--- config.mk ---
export PLATFORM = sky130hd
export DESIGN_NAME = quot_uart_tx
export DESIGN_NICKNAME = d
export VERILOG_FILES = /design/src/rtl/uart_pkg.sv /design/src/rtl/uart_bit_timer.sv /design/src/rtl/quot_uart_tx.sv
export SDC_FILE = /design/constraint.sdc
export NUM_CORES = 1
export LEC_CHECK = 0
export ABC_AREA = 1
export CORE_MARGIN = 3
export CORE_UTILIZATION = 40
export CTS_CLUSTER_SIZE = 20
export DETAILED_ROUTE_END_ITERATION = 8
export GPL_TIMING_DRIVEN = 0
export SETUP_SLACK_MARGIN = 0.1
export SLEW_MARGIN = 10
export SYNTH_ARGS = -nofsm -noshare
export SYNTH_HDL_FRONTEND = slang
export SYNTH_HIERARCHICAL = 1
export SYNTH_SLANG_ARGS = --single-unit
--- constraint.sdc ---
create_clock -name clk -period 4.1 [get_ports clk]
set_input_delay 1.025 -clock clk [delete_from_list [all_inputs] [get_ports clk]]
set_output_delay 1.025 -clock clk [all_outputs]
set_load 0.005 [all_outputs]
--- src/rtl/uart_pkg.sv ---
// Shared UART definitions for the quotient TX stage and the future RX stage.
// Contents: the TX state encoding, the default bit period and the 8N1 frame
// constants.
package uart_pkg;

    // Three-bit octal codes, in the same style as the divider FSM.
    typedef enum logic [2:0] {
        IDLE  = 3'o0,
        START = 3'o1,
        DATA  = 3'o2,
        STOP  = 3'o3
    } tx_state_t;

    // 100 MHz clock, 115200 baud.
    localparam int CLKS_PER_BIT_DEF = 868;

    localparam int DATA_BITS = 8;
    localparam int STOP_BITS = 1;

endpackage

--- src/rtl/uart_bit_timer.sv ---
// UART bit-period timer.
// Counts clock cycles 0..CLKS_PER_BIT-1 while run is high and wraps.
// The counter is held at 0 while run is low, so the first period after run
// rises is a full CLKS_PER_BIT cycles long.
// Ports:
//   clk      system clock, rising edge
//   reset    asynchronous active-low reset
//   run      enable; 0 holds the counter at 0
//   bit_tick one-cycle pulse on the wrap cycle (last cycle of a bit period)
module uart_bit_timer
    import uart_pkg::*;
#(
    parameter int CLKS_PER_BIT = CLKS_PER_BIT_DEF
) (
    input  logic clk,
    input  logic reset,
    input  logic run,
    output logic bit_tick
);

    localparam int CNT_W = (CLKS_PER_BIT > 1) ? $clog2(CLKS_PER_BIT) : 1;
    localparam logic [CNT_W-1:0] LAST = CNT_W'(CLKS_PER_BIT - 1);

    logic [CNT_W-1:0] clk_cnt;

    always_ff @(posedge clk or negedge reset) begin
        if (!reset) begin
            clk_cnt <= '0;
        end else if (!run || clk_cnt == LAST) begin
            clk_cnt <= '0;
        end else begin
            clk_cnt <= clk_cnt + 1'b1;
        end
    end

    assign bit_tick = run && (clk_cnt == LAST);

endmodule

--- src/rtl/quot_uart_tx.sv ---
// Quotient UART transmitter.
// Captures the divider's 16-bit quotient on its one-cycle done strobe and
// sends it as two back-to-back 8N1 frames (high byte first when HI_FIRST=1).
// A strobe arriving while a transfer is in progress is dropped and sets a
// sticky overrun flag.
// Ports:
//   clk        system clock, rising edge
//   reset      asynchronous active-low reset (0 = in reset)
//   quot       quotient from the divider, sampled only on the capture cycle
//   quot_valid one-cycle strobe qualifying quot
//   ovr_clr    synchronous clear of overrun (a coincident overrun event wins)
//   tx         UART serial output, idle high, registered
//   busy       high for the whole two-byte transfer, registered
//   overrun    sticky drop indicator, registered
module quot_uart_tx
    import uart_pkg::*;
#(
    parameter int CLKS_PER_BIT = CLKS_PER_BIT_DEF,
    parameter bit HI_FIRST     = 1'b1
) (
    input  logic        clk,
    input  logic        reset,
    input  logic [15:0] quot,
    input  logic        quot_valid,
    input  logic        ovr_clr,
    output logic        tx,
    output logic        busy,
    output logic        overrun
);

    localparam int BIT_W = $clog2(DATA_BITS);
    localparam logic [BIT_W-1:0] LAST_BIT = BIT_W'(DATA_BITS - 1);

    tx_state_t            state;
    logic [15:0]          hold;
    logic [DATA_BITS-1:0] shift;
    logic [BIT_W-1:0]     bit_idx;
    logic                 byte_idx;
    logic                 run;
    logic                 bit_tick;

    // Byte 0 is the first byte on the line, byte 1 the second.
    function automatic logic [7:0] pick_byte(input logic [15:0] q, input logic second);
        return (second == HI_FIRST) ? q[7:0] : q[15:8];
    endfunction

    // The timer only runs outside IDLE, so it is at 0 on every capture edge.
    assign run = (state != IDLE);

    uart_bit_timer #(
        .CLKS_PER_BIT(CLKS_PER_BIT)
    ) u_bit_timer (
        .clk     (clk),
        .reset   (reset),
        .run     (run),
        .bit_tick(bit_tick)
    );

    always_ff @(posedge clk or negedge reset) begin
        if (!reset) begin
            state    <= IDLE;
            tx       <= 1'b1;
            busy     <= 1'b0;
            overrun  <= 1'b0;
            hold     <= '0;
            shift    <= '0;
            bit_idx  <= '0;
            byte_idx <= 1'b0;
        end else begin
            // Set has priority over clear.
            if (quot_valid && state != IDLE) begin
                overrun <= 1'b1;
            end else if (ovr_clr) begin
                overrun <= 1'b0;
            end

            case (state)
                IDLE: begin
                    if (quot_valid) begin
                        hold     <= quot;
                        shift    <= pick_byte(quot, 1'b0);
                        byte_idx <= 1'b0;
                        tx       <= 1'b0;
                        busy     <= 1'b1;
                        state    <= START;
                    end
                end
                START: begin
                    if (bit_tick) begin
                        bit_idx <= '0;
                        tx      <= shift[0];
                        state   <= DATA;
                    end
                end
                DATA: begin
                    if (bit_tick) begin
                        if (bit_idx == LAST_BIT) begin
                            tx    <= 1'b1;
                            state <= STOP;
                        end else begin
                            // Present the next bit directly from the
                            // pre-shift value so tx stays registered.
                            bit_idx <= bit_idx + 1'b1;
                            shift   <= {1'b0, shift[DATA_BITS-1:1]};
                            tx      <= shift[1];
                        end
                    end
                end
                STOP: begin
                    if (bit_tick) begin
                        if (!byte_idx) begin
                            byte_idx <= 1'b1;
                            shift    <= pick_byte(hold, 1'b1);
                            tx       <= 1'b0;
                            state    <= START;
                        end else begin
                            byte_idx <= 1'b0;
                            busy     <= 1'b0;
                            state    <= IDLE;
                        end
                    end
                end
                default: begin
                    tx    <= 1'b1;
                    busy  <= 1'b0;
                    state <= IDLE;
                end
            endcase
        end
    end

endmodule

== Word level (Yosys, flattened, before mapping) ==
Cells that the tools add are included.
Storage, ports and cells
  output and inout bits: 3
  register bits: 36
  bits of input ports: 20
Cells by class
  bitwise operators: 1
  equal/unequal tests: 13
  muxes and demuxes: 34
  $add $sub $neg: 2
  reductions and logical operators: 18
Operators by type and width (number)
  2-to-1 mux 8 bit: 5
  2-to-1 mux 3 bit: 8
  one-hot mux 8 bit (3 select lines): 1
  != test 2 bit, second input constant: 8
  2-to-1 mux 1 bit: 14
  one-hot mux 3 bit (4 select lines): 1
  adder 10 x 1 -> 10 bit, second input constant: 1
  equality test 10 bit, second input constant: 1
  2-to-1 mux 10 bit: 1
  AND reduction 5 bit: 2
  AND reduction 4 bit: 2
  equality test 3 x 2 -> 1 bit, second input constant: 2
  one-hot mux 3 bit (2 select lines): 1
  AND reduction 6 bit: 1
  nonzero test 2 bit: 3
  nonzero test 3 bit: 2
  one-hot mux 1 bit (4 select lines): 1
  adder 3 x 1 -> 3 bit, second input constant: 1
  equality test 3 x 1 -> 1 bit, second input constant: 1
  equality test 3 bit, second input constant: 1
  logical NOT 3 bit: 1
  one-hot mux 1 bit (3 select lines): 1
  AND reduction 3 bit: 1
  logical AND 1 bit: 2
  6 further kinds: 6

== Longest topological paths before layout ==
  word-level depth: 4
  depth in mapped cells: 12
  depth with buffers taken out: 12

== By module ==
The synthesis kept the hierarchy.
By module, submodules not included
  quot_uart_tx: times used 1, area an instance 1456.4 um2, cells an instance 184
  uart_bit_timer: times used 1, area an instance 565.5 um2, cells an instance 73

== Worst setup path after synthesis ==
No wires, ideal clock.
  kind: register -> register
  from: reg state[0]
  to: reg shift[1]
  clock period less this slack: 1.771 ns
  required time: 3.984 ns
  setup slack: 2.329 ns
  buffers on the path: 0
  stages on the path, launching flop included: 13
  data arrival time: 1.655 ns
  cells stage by stage: dfrtp_1 > inv_1 > ha_1 > inv_1 > inv_1 > nor2_1 > inv_2 > nand2_1 > nand2_2 > nor2_8 > nand2_4 > nand2_1 > nand2_1
Between the ends
  longest elaborated chain between the ends: 4
  elaborated cells between the ends (all ways): 13
Ends and longest elaborated chain
  start: declaration: RTL line quot_uart_tx.sv:34  | tx_state_t state;
  start signal: assignment: RTL line quot_uart_tx.sv:61  | state <= IDLE;
  start signal: assignment: RTL line quot_uart_tx.sv:85  | state <= START;
  start signal: assignment: RTL line quot_uart_tx.sv:92  | state <= DATA;
  nonzero test 3 bit (*): RTL line quot_uart_tx.sv:48  | assign run = (state != IDLE);
  named net run: RTL line quot_uart_tx.sv:39  | logic run;
  logical AND 1 bit (*): RTL line uart_bit_timer.sv:36  | assign bit_tick = run && (clk_cnt == LAST);
  named net bit_tick: RTL line quot_uart_tx.sv:40  | logic bit_tick;
  != test 2 bit (no line)
  AND reduction 6 bit (no line) (*)
  end signal: assignment: RTL line quot_uart_tx.sv:81  | shift <= pick_byte(quot, 1'b0);
  end signal: assignment: RTL line quot_uart_tx.sv:104  | shift <= {1'b0, shift[DATA_BITS-1:1]};
  end signal: assignment: RTL line quot_uart_tx.sv:113  | shift <= pick_byte(hold, 1'b1);
  end: declaration: RTL line quot_uart_tx.sv:36  | logic [DATA_BITS-1:0] shift;
Mark *: on every way through the listed nets, which the timed path passes. The rest lies on a longest branch.
A chain may end at the register's enable or synchronous reset.

== Worst setup path after layout ==
  from: reg tx
  to: out tx
RTL lines
  start: declaration: RTL line quot_uart_tx.sv:26  | output logic tx,
  start signal: assignment: RTL line quot_uart_tx.sv:91  | tx <= shift[0];
  start signal: assignment: RTL line quot_uart_tx.sv:105  | tx <= shift[1];
No word-level cell between the ends.

==> insert_results.sql <==
INSERT INTO impl_metrics (metric_group, metric, value, unit) VALUES
('worst_hold_path', 'min-delay-path-class', 'reg2reg', ''),
('pwr', 'comb_power_share', '47.5', '%'),
('worst_setup_path', 'highest_cell_delay_on_the_worst_timing_path', '530', 'ps'),
('worst_setup_path', 'cp_slowest_cell', 'sky130_fd_sc_hd__dfstp_2', ''),
('clock_tree', 'clkSlewWorstSetupHoldPaths', '70', 'ps'),
('worst_setup_path', 'critical_path.top_delay_family', 'flip-flops', ''),
('sta', 'report.final.slew_viol_count', '0', ''),
('pwr', 'power_switching_share', '42.01', '%'),
('routing', 'route.detailed.wl_per_inst', '11.64', 'µm'),
('worst_setup_path', 'worst-r2r-setup-slack', '2000', 'ps'),
('pwr', 'internal_power', '0.8869', 'mW'),
('place', 'placement.io_buffers', '22', ''),
('synth', 'synthesis.instances', '257', ''),
('grt', 'wire_length_of_the_first_global_routing_pass', '7272', 'µm'),
('sta', 'relSlewSlack', '77.69', '%'),
('synth', 'netlist-cell-type-count', '24', ''),
('grt', 'number_of_antenna_violations_at_the_first_check_in_global_routing', '0', ''),
('clock_tree', 'cts.hold.buffers_added', '0', ''),
('clock_tree', 'cts_max_path_buffers', '2', ''),
('synth', 'post_synth_main_area_contributors', 'sky130_fd_sc_hd__dfrtp_1 42%, sky130_fd_sc_hd__nand2_1 20%, sky130_fd_sc_hd__ha_1 6.2%', ''),
('routing', 'num_vias', '1631', ''),
('worst_setup_path', 'worst_setup_path_start_kind', 'flop', ''),
('sta', 'max_freq', '0.4279', 'GHz'),
('worst_setup_path', 'critical_path_buf_inv_count', '1', ''),
('floorplan', 'starting_density', '41.97', '%'),
('grt', 'grt-ovfl-total', '0', ''),
('routing', 'via_per_inst', '4.607', ''),
('clock_tree', 'ctsRootBufferMaster', 'sky130_fd_sc_hd__clkbuf_8', ''),
('clock_tree', 'cts_tree', 'built', ''),
('sta', 'hold_viol_final', '0', ''),
('sta', 'post-route-period-util', '57.00', '%'),
('final_layout', 'antennaDiodeCount', '0', ''),
('synth', 'synth.largest_area_cell', 'sky130_fd_sc_hd__dfrtp_1', ''),
('floorplan', 'fp-row-count', '25', ''),
('outcome', 'run_status', 'finished clean', ''),
('synth', 'synth-warning-count', '6', ''),
('pwr', 'power.density_cell_area', '629.8', 'nW/µm²'),
('final_layout', 'drive_above_1_share', '13.24', '%'),
('pwr', 'switching_power', '0.6426', 'mW'),
('floorplan', 'ioPinCount', '23', ''),
('sta', 'min_period', '2337', 'ps'),
('place', 'detailed_place_hpwl', '3024', 'µm'),
('worst_setup_path', 'end_kind', 'output port', ''),
('final_layout', 'layout_common_cells', '108 x sky130_fd_sc_hd__nand2_1, 34 x sky130_fd_sc_hd__dfrtp_1, 25 x sky130_fd_sc_hd__inv_1, 21 x sky130_fd_sc_hd__clkdlybuf4s50_1', ''),
('sta', 'fin_setup_tns', '0', 'ps'),
('worst_setup_path', 'critical_path.startpoint', 'tx$_DFFE_PN1P_', ''),
('synth', 'mappedNetlistArea', '2022', 'µm²'),
('floorplan', 'die-area', '5944', 'µm²'),
('final_layout', 'area_delta_synth_final', '20.11', '%'),
('floorplan', 'fp.coreArea', '4817', 'µm²'),
('routing', 'drt_first_pass_iters', '5', ''),
('grt', 'grt_use_total', '15.33', '%'),
('synth', 'synth.yosys.seq_area_share', '43.38', '%'),
('clock_tree', 'cts_sinks', '35', ''),
('clock_tree', 'post_cts_buffers', '0', ''),
('clock_tree', 'htree_levels', '2', ''),
('synth', 'synth-seq-cells', '35', ''),
('routing', 'ant_nets', '0', ''),
('synth', 'synth_nets', '287', ''),
('pwr', 'power_leakage', '1.253', 'nW'),
('routing', 'detail_route.drc_violations', '0', ''),
('place', 'gp_congestion', '0.7946', ''),
('floorplan', 'die_height', '77.10', 'µm'),
('synth', 'postSynthAreaPerCell', '7.867', 'µm²'),
('grt', 'maximum_number_of_pins_on_one_net_before_global_route_repair', '27', ''),
('final_layout', 'final_nets', '317', ''),
('clock_tree', 'cts_buffers', '5', ''),
('sta', 'setup_viol_count_final', '0', ''),
('run', 'maxCapViolCount', '0', ''),
('clock_tree', 'worst_skew_pair.late_latency', '290', 'ps'),
('sta', 'fin_hold_ws', '468.2', 'ps');
[kinds of logic (layout without fill, tap and decap cells)]
family,Yosys count,count (layout),share of synthesized area (%)
AND/OR/NAND/NOR,160,160,35.09
adder cells (fa/ha/maj),10,10,6.188
AO/OA/AOI/OAI,10,10,2.661
flip-flops,35,35,43.38
buffers and inverters,30,60,6.498
XOR/XNOR,4,4,1.733
multiplexers,8,8,4.456
[metrics by stage]
step | setup WS, ps | power [mW] | util, % | instances | area, µm²
after detailed placement | 1814 | 1.282 | 48.60 | 347 | 2341
after global routing | 1731 | 1.678 | 50.42 | 354 | 2429
after floorplan | 2329 | 1.086 | - | 257 | 2022
final | 1763 | 1.529 | 50.42 | 354 | 2429
after global placement | 1139 | 1.266 | 48.29 | 346 | 2326
after CTS | 1753 | 1.543 | 50.42 | 354 | 2429
[area by class of cell]
cell class	instances	area, µm²	area share, %
timing repair buffer	23	235.2	9.686
clock buffer	6	82.58	3.400
sequential	35	877.1	36.12
buffer	3	30.03	1.236
inverter	27	101.3	4.173
tap	67	83.83	3.452
clock inverter	1	5.005	0.2061
multi-input combinational	192	1013	41.73
[worst register-to-register path: cells and delay by family, from the launching register on]
| family | cells | cell delay (ps) |
|---|---|---|
| and+or+nand+nor | 7 | 870 |
| DFF | 1 | 420 |
| buffers and inverters | 4 | 400 |
| adders and majority gates | 1 | 300 |
[worst min-delay path by stage]
stage / slack (ps) / startpoint / cells past startpoint / end
global placement: 450 / tx$_DFFE_PN1P_ / 2 / tx$_DFFE_PN1P_
floorplan: 440 / shift[0]$_DFFE_PN0P_ / 2 / shift[0]$_DFFE_PN0P_
CTS: 470 / tx$_DFFE_PN1P_ / 2 / tx$_DFFE_PN1P_
global route: 500 / shift[5]$_DFFE_PN0P_ / 2 / shift[5]$_DFFE_PN0P_
finish: 470 / tx$_DFFE_PN1P_ / 2 / tx$_DFFE_PN1P_
detailed placement: 460 / tx$_DFFE_PN1P_ / 2 / tx$_DFFE_PN1P_
[state kept, by name, summed over array words and instances, names as in the netlist]
register	count
state	2
u_bit_timer/clk_cnt	10
hold	8
bit_idx	3
busy	1
tx	1
overrun	1
byte_idx	1
shift	8
[routing by layer]
metal	track usage [%]	part of all wire, %
met1	20.16	50
met2	25.00	45
met3	3.521	3.7
met4	4.804	1.1
met5	0	0
[power by group through the flow]
stage	logic [mW]	clock network, mW	registers [mW]
6_report	0.727	0.258	0.544
3_5_place_dp	0.729	0	0.552
3_3_place_gp	0.719	0	0.547
4_1_cts	0.733	0.265	0.545
2_1_floorplan	0.552	0	0.534
5_1_grt	0.835	0.281	0.562
[cells in the mapped netlist (all sizes together)]
cell type  instances
a21o               1
nand3             16
or2                1
buf                3
o22ai              1
dfrtp             34
o21ai              8
dfstp              1
inv               27
mux2               8
xor2               3
nor2              20
nand4              8
nand2            115
xnor2              1
ha                10
Note: power is estimated with default switching activity, not from simulation.
